$ cat src/rtl/bcd_serial_add_ctrl.sv
// bcd_serial_add_ctrl
//   Adds two packed-BCD operands one digit per clock, least-significant
//   digit first, through a single shared BCD digit adder.
//
// Ports
//   Clock      in   system clock, rising edge
//   Resetn     in   asynchronous active-low reset
//   start      in   operation request, honoured only in IDLE or DONE
//   A, B       in   packed BCD operands (digit i = X[4i+3:4i])
//   Cin        in   carry into digit 0
//   busy       out  high while digits are being added
//   done       out  one-cycle pulse, result valid
//   err        out  an operand digit was > 9; held until next accepted start
//   Sum        out  packed BCD result (partial during ADD, upper digits 0)
//   Cout       out  carry out of the top digit
//   digit_idx  out  index of the digit being added
module bcd_serial_add_ctrl #(
    parameter int DIGITS = 4,
    localparam int IDX_W = (DIGITS > 1) ? $clog2(DIGITS) : 1
) (
    input  logic                  Clock,
    input  logic                  Resetn,
    input  logic                  start,
    input  logic [4*DIGITS-1:0]   A,
    input  logic [4*DIGITS-1:0]   B,
    input  logic                  Cin,
    output logic                  busy,
    output logic                  done,
    output logic                  err,
    output logic [4*DIGITS-1:0]   Sum,
    output logic                  Cout,
    output logic [IDX_W-1:0]      digit_idx
);

    typedef enum logic [1:0] {
        S_IDLE,
        S_ADD,
        S_DONE
    } state_t;

    localparam logic [IDX_W-1:0] LAST_IDX = IDX_W'(DIGITS - 1);

    state_t              state;
    logic [4*DIGITS-1:0] a_reg;
    logic [4*DIGITS-1:0] b_reg;
    logic                carry;

    logic [3:0]          a_digit;
    logic [3:0]          b_digit;
    logic [4:0]          raw_sum;
    logic [3:0]          sum_digit;
    logic                carry_next;
    logic                operand_bad;

    // Shared single-digit BCD adder working on the latched operands.
    always_comb begin
        a_digit    = a_reg[4*int'(digit_idx) +: 4];
        b_digit    = b_reg[4*int'(digit_idx) +: 4];
        raw_sum    = {1'b0, a_digit} + {1'b0, b_digit} + {4'b0000, carry};
        sum_digit  = raw_sum[3:0];
        carry_next = 1'b0;
        if (raw_sum > 5'd9) begin
            // +6 skips the six unused codes; only the low nibble is kept
            sum_digit  = raw_sum[3:0] + 4'd6;
            carry_next = 1'b1;
        end
    end

    // Validation looks at the live inputs because it decides the accept path.
    always_comb begin
        operand_bad = 1'b0;
        for (int unsigned i = 0; i < DIGITS; i++) begin
            if (A[4*i +: 4] > 4'd9 || B[4*i +: 4] > 4'd9) begin
                operand_bad = 1'b1;
            end
        end
    end

    always_ff @(posedge Clock or negedge Resetn) begin
        if (!Resetn) begin
            state     <= S_IDLE;
            a_reg     <= '0;
            b_reg     <= '0;
            carry     <= 1'b0;
            busy      <= 1'b0;
            done      <= 1'b0;
            err       <= 1'b0;
            Sum       <= '0;
            Cout      <= 1'b0;
            digit_idx <= '0;
        end else begin
            done <= 1'b0;
            case (state)
                S_IDLE, S_DONE: begin
                    if (start) begin
                        a_reg     <= A;
                        b_reg     <= B;
                        carry     <= Cin;
                        Sum       <= '0;
                        Cout      <= 1'b0;
                        digit_idx <= '0;
                        if (operand_bad) begin
                            err   <= 1'b1;
                            done  <= 1'b1;
                            busy  <= 1'b0;
                            state <= S_DONE;
                        end else begin
                            err   <= 1'b0;
                            busy  <= 1'b1;
                            state <= S_ADD;
                        end
                    end else begin
                        state <= S_IDLE;
                    end
                end

                S_ADD: begin
                    Sum[4*int'(digit_idx) +: 4] <= sum_digit;
                    carry <= carry_next;
                    if (digit_idx == LAST_IDX) begin
                        Cout  <= carry_next;
                        busy  <= 1'b0;
                        done  <= 1'b1;
                        state <= S_DONE;
                    end else begin
                        digit_idx <= digit_idx + IDX_W'(1);
                    end
                end

                default: begin
                    state <= S_IDLE;
                end
            endcase
        end
    end

endmodule

$ cat config.mk
export PLATFORM = sky130hd
export DESIGN_NAME = bcd_serial_add_ctrl
export DESIGN_NICKNAME = d
export VERILOG_FILES = /design/src/rtl/bcd_serial_add_ctrl.sv
export SDC_FILE = /design/constraint.sdc
export NUM_CORES = 1
export LEC_CHECK = 0
export BUFFER_PORTS_ARGS = -buffer_cell sky130_fd_sc_hd__buf_2
export CAP_MARGIN = 20
export CORE_MARGIN = 2
export CORE_UTILIZATION = 45
export CTS_CLUSTER_SIZE = 28
export DETAILED_ROUTE_END_ITERATION = 10
export PLACE_DENSITY = 0.8
export SLEW_MARGIN = 20
export SYNTH_ARGS = -nofsm -noshare
export SYNTH_HDL_FRONTEND = slang
export SYNTH_SLANG_ARGS = --single-unit
export TNS_END_PERCENT = 30
$ cat constraint.sdc
create_clock -name Clock -period 3.89 [get_ports Clock]
set_input_delay 0.9725 -clock Clock [delete_from_list [all_inputs] [get_ports Clock]]
set_output_delay 0.9725 -clock Clock [all_outputs]
set_load 0.005 [all_outputs]
==> impl_metrics.tcl <==
set metrics [dict create \
    status "completed" \
    hold_path.class "reg2reg" \
    worst-endpoint-arrival_ns 3.89 \
    drtAntennaViolNets 0 \
    grt_antenna_before_repair 0 \
    fin_nets 402 \
    grt_pass1_vias 2304 \
    grt_pass1_wl_um 10700 \
    gr-total-overflow 0 \
    netlist_area_sq_mm 0.00275 \
    cts_tree "yes" \
    ctsHoldBuffers 0 \
    synth_flop_cell "dfrtp_1" \
    path_class "reg2reg" \
    synthArstFlopShare_pct 100 \
    clock-sinks 57 \
    vias 2350 \
    worst-path-max-fanout 4 \
    synthToLayoutAreaGrowth_pct 22.1 \
    grt_usage_pct 22.2 \
    die_w_um 82.2 \
    p_leak_uw 0.00175 \
    synthCells 292 \
    final_area_sq_mm 0.00336 \
    synth_warnings 0 \
    synth_nets 338 \
    fin_cells 436 \
    cp-start-kind "flop" \
    fp.dieH_um 82.2 \
    ctsResizeCount 0 \
    clkSlewWorstSetupHoldPaths_ns 0.06 \
    cts_buffers 9 \
    power_density_mw_per_mm2 473 \
    clock_skew_ns 0.00516 \
    fin_crit_sh_pct 94.5 \
    tns_ns 0 \
    fmax_mhz 272 \
    fp-row-count 28 \
    totalWireLength_um 6570 \
    setup_viol 0 \
    antennaDiodeCount 0 \
    dieArea_sq_mm 0.00676 \
    clk_latency_ns 0.34 \
    drive_gt1_share_pct 25.5 \
    core-area_sq_mm 0.00592 \
    avgViaCountPerCell 5.39 \
    yosysUniqueCellTypes 36 \
    synth_seq_cells 57 \
    place_area_sq_mm 0.00314 \
    synth-seq-area-share_pct 51.8 \
    syn_avg_cell_area_sq_um 9.43 \
    finalCoreUtilization_pct 56.8 \
    drv_slew 0 \
    cp-end-kind "flop" \
    fin_crit_ns 3.68 \
    synth-edff-count 0 \
    htreeDepth 3 \
    maxCapViolations 0 \
    io_pins 58 \
    hold_viol 0 \
    relSlewSlack_pct 45.5 \
    grt_max_degree 38 \
    routedWlPerCell_um 15.1 \
    start_util_pct 46.5 \
    first_pass_iters 4 \
    dp_hpwl_um 4810 \
    cts_buffer_depth 2 \
    post_cts_buffers 0 \
    irDropWorstVdd_uv 469 \
    cts-root-buf "clkbuf_8" \
    place.gp.congestion 0.810 \
    worst_pin_slew_ns 0.817 \
    rsz0062_at_grt "no" \
    numPortBuffers 57 \
    placed_cells_incl_taps 420 \
    worstPathRequired_ns 4.11 \
    drt_iter0_markers 115 \
    drc_errors 0 \
]
## worst paths after layout
kind / start / to / slack, ns / depth (start not counted)
setup reg to reg: digit_idx[0] / Sum[14] / 0.21 / 10
min in group asynchronous: Resetn / Sum[3] / 0.72 / 1
setup / recovery: digit_idx[0] / Sum[14] / 0.21 / 10
max in group asynchronous: Resetn / b_reg[7] / 2.38 / 2
hold / removal: b_reg[2] / b_reg[2] / 0.47 / 2
hold reg to reg: b_reg[2] / b_reg[2] / 0.47 / 2
## metal layers
| layer | vias up | global-route usage (%) | share of wire (%) |
|---|---|---|---|
| met1 | 1129 | 25.5 | 42 |
| met4 | 0 | 9.17 | 2.8 |
| met5 | - | 0 | 0 |
| met3 | 19 | 9.02 | 6.1 |
| met2 | 88 | 36.8 | 49 |
| li1 | 1114 | - | - |
## where the power goes
group | switching [uW] | internal, uW
clock | 238 | 377
combinational | 195 | 127
sequential | 21.4 | 631
## through the flow
step / total power (uW) / worst slack (ns) / hold WS, ns
2_1_floorplan: 878 / 0.225 / 0.440
3_3_place_gp: 965 / 0.379 / 0.453
3_5_place_dp: 979 / 0.233 / 0.462
4_1_cts: 1610 / 0.198 / 0.479
5_1_grt: 1680 / 0.0311 / 0.499
6_report: 1590 / 0.214 / 0.473
## placed cells by master (no fill, tap or decap), types with 4 or more instances in the layout
cell type  netlist  final
a21o_1           4      4
buf_2            1     57
nor2_1           7      7
a21oi_1          5      5
inv_1            6      6
o31ai_1          6      6
dfrtp_1         57     57
nand3_1          5      5
o21ai_0         21     21
nand2_1        121    121
mux4_2           8      8
ha_1             8      8
buf_4            0      6
o21ai_1          5      5
clkbuf_8         0     10
## critical path: stages (launching register included)
cell and delay [ns]:
dfrtp_1 0.43, mux4_2 0.54, fa_1 0.47, fa_1 0.44
xnor2_1 0.38, ha_1 0.26, nor2b_1 0.23, a31oi_1 0.10
and4b_1 0.25, a211oi_2 0.33, o21ai_1 0.12
## synthesized netlist by cell type, drive strengths merged, types with 2 or more instances
library cell	number	area, sq um
nand2	121	454
a21oi	6	33.8
a31oi	2	12.5
mux4	8	180
nand2b	2	12.5
xnor2	2	17.5
ha	8	100
nor2b	3	18.8
a21o	5	38.8
a211oi	3	27.5
o31ai	6	45.0
nor2	7	26.3
nand4	2	12.5
fa	2	40.0
and3	2	17.5
dfrtp	57	1430
inv	6	22.5
buf	2	8.75
clkbuf	8	30.0
o21ai	26	130
nand3	5	25.0
## cell families after synthesis
kind of cell / after synthesis / synth area share [%]
fa+ha+maj: 10 / 5.09
compound gates: 51 / 11.4
buf+inv: 16 / 2.23
simple gates: 148 / 22.3
flops: 57 / 51.8
xor+xnor: 2 / 0.636
mux: 8 / 6.54
## layout make-up
class / instances / area [sq um]
flip-flops and latches: 57 / 1430
inverters: 6 / 22.5
repair buffers: 63 / 330
multi-input cells: 219 / 1270
clock inverters: 5 / 78.8
fillers: 528 / 2560
clock buffers: 11 / 141
well taps: 75 / 93.8
No activity file was read; power rests on OpenSTA's default activity.
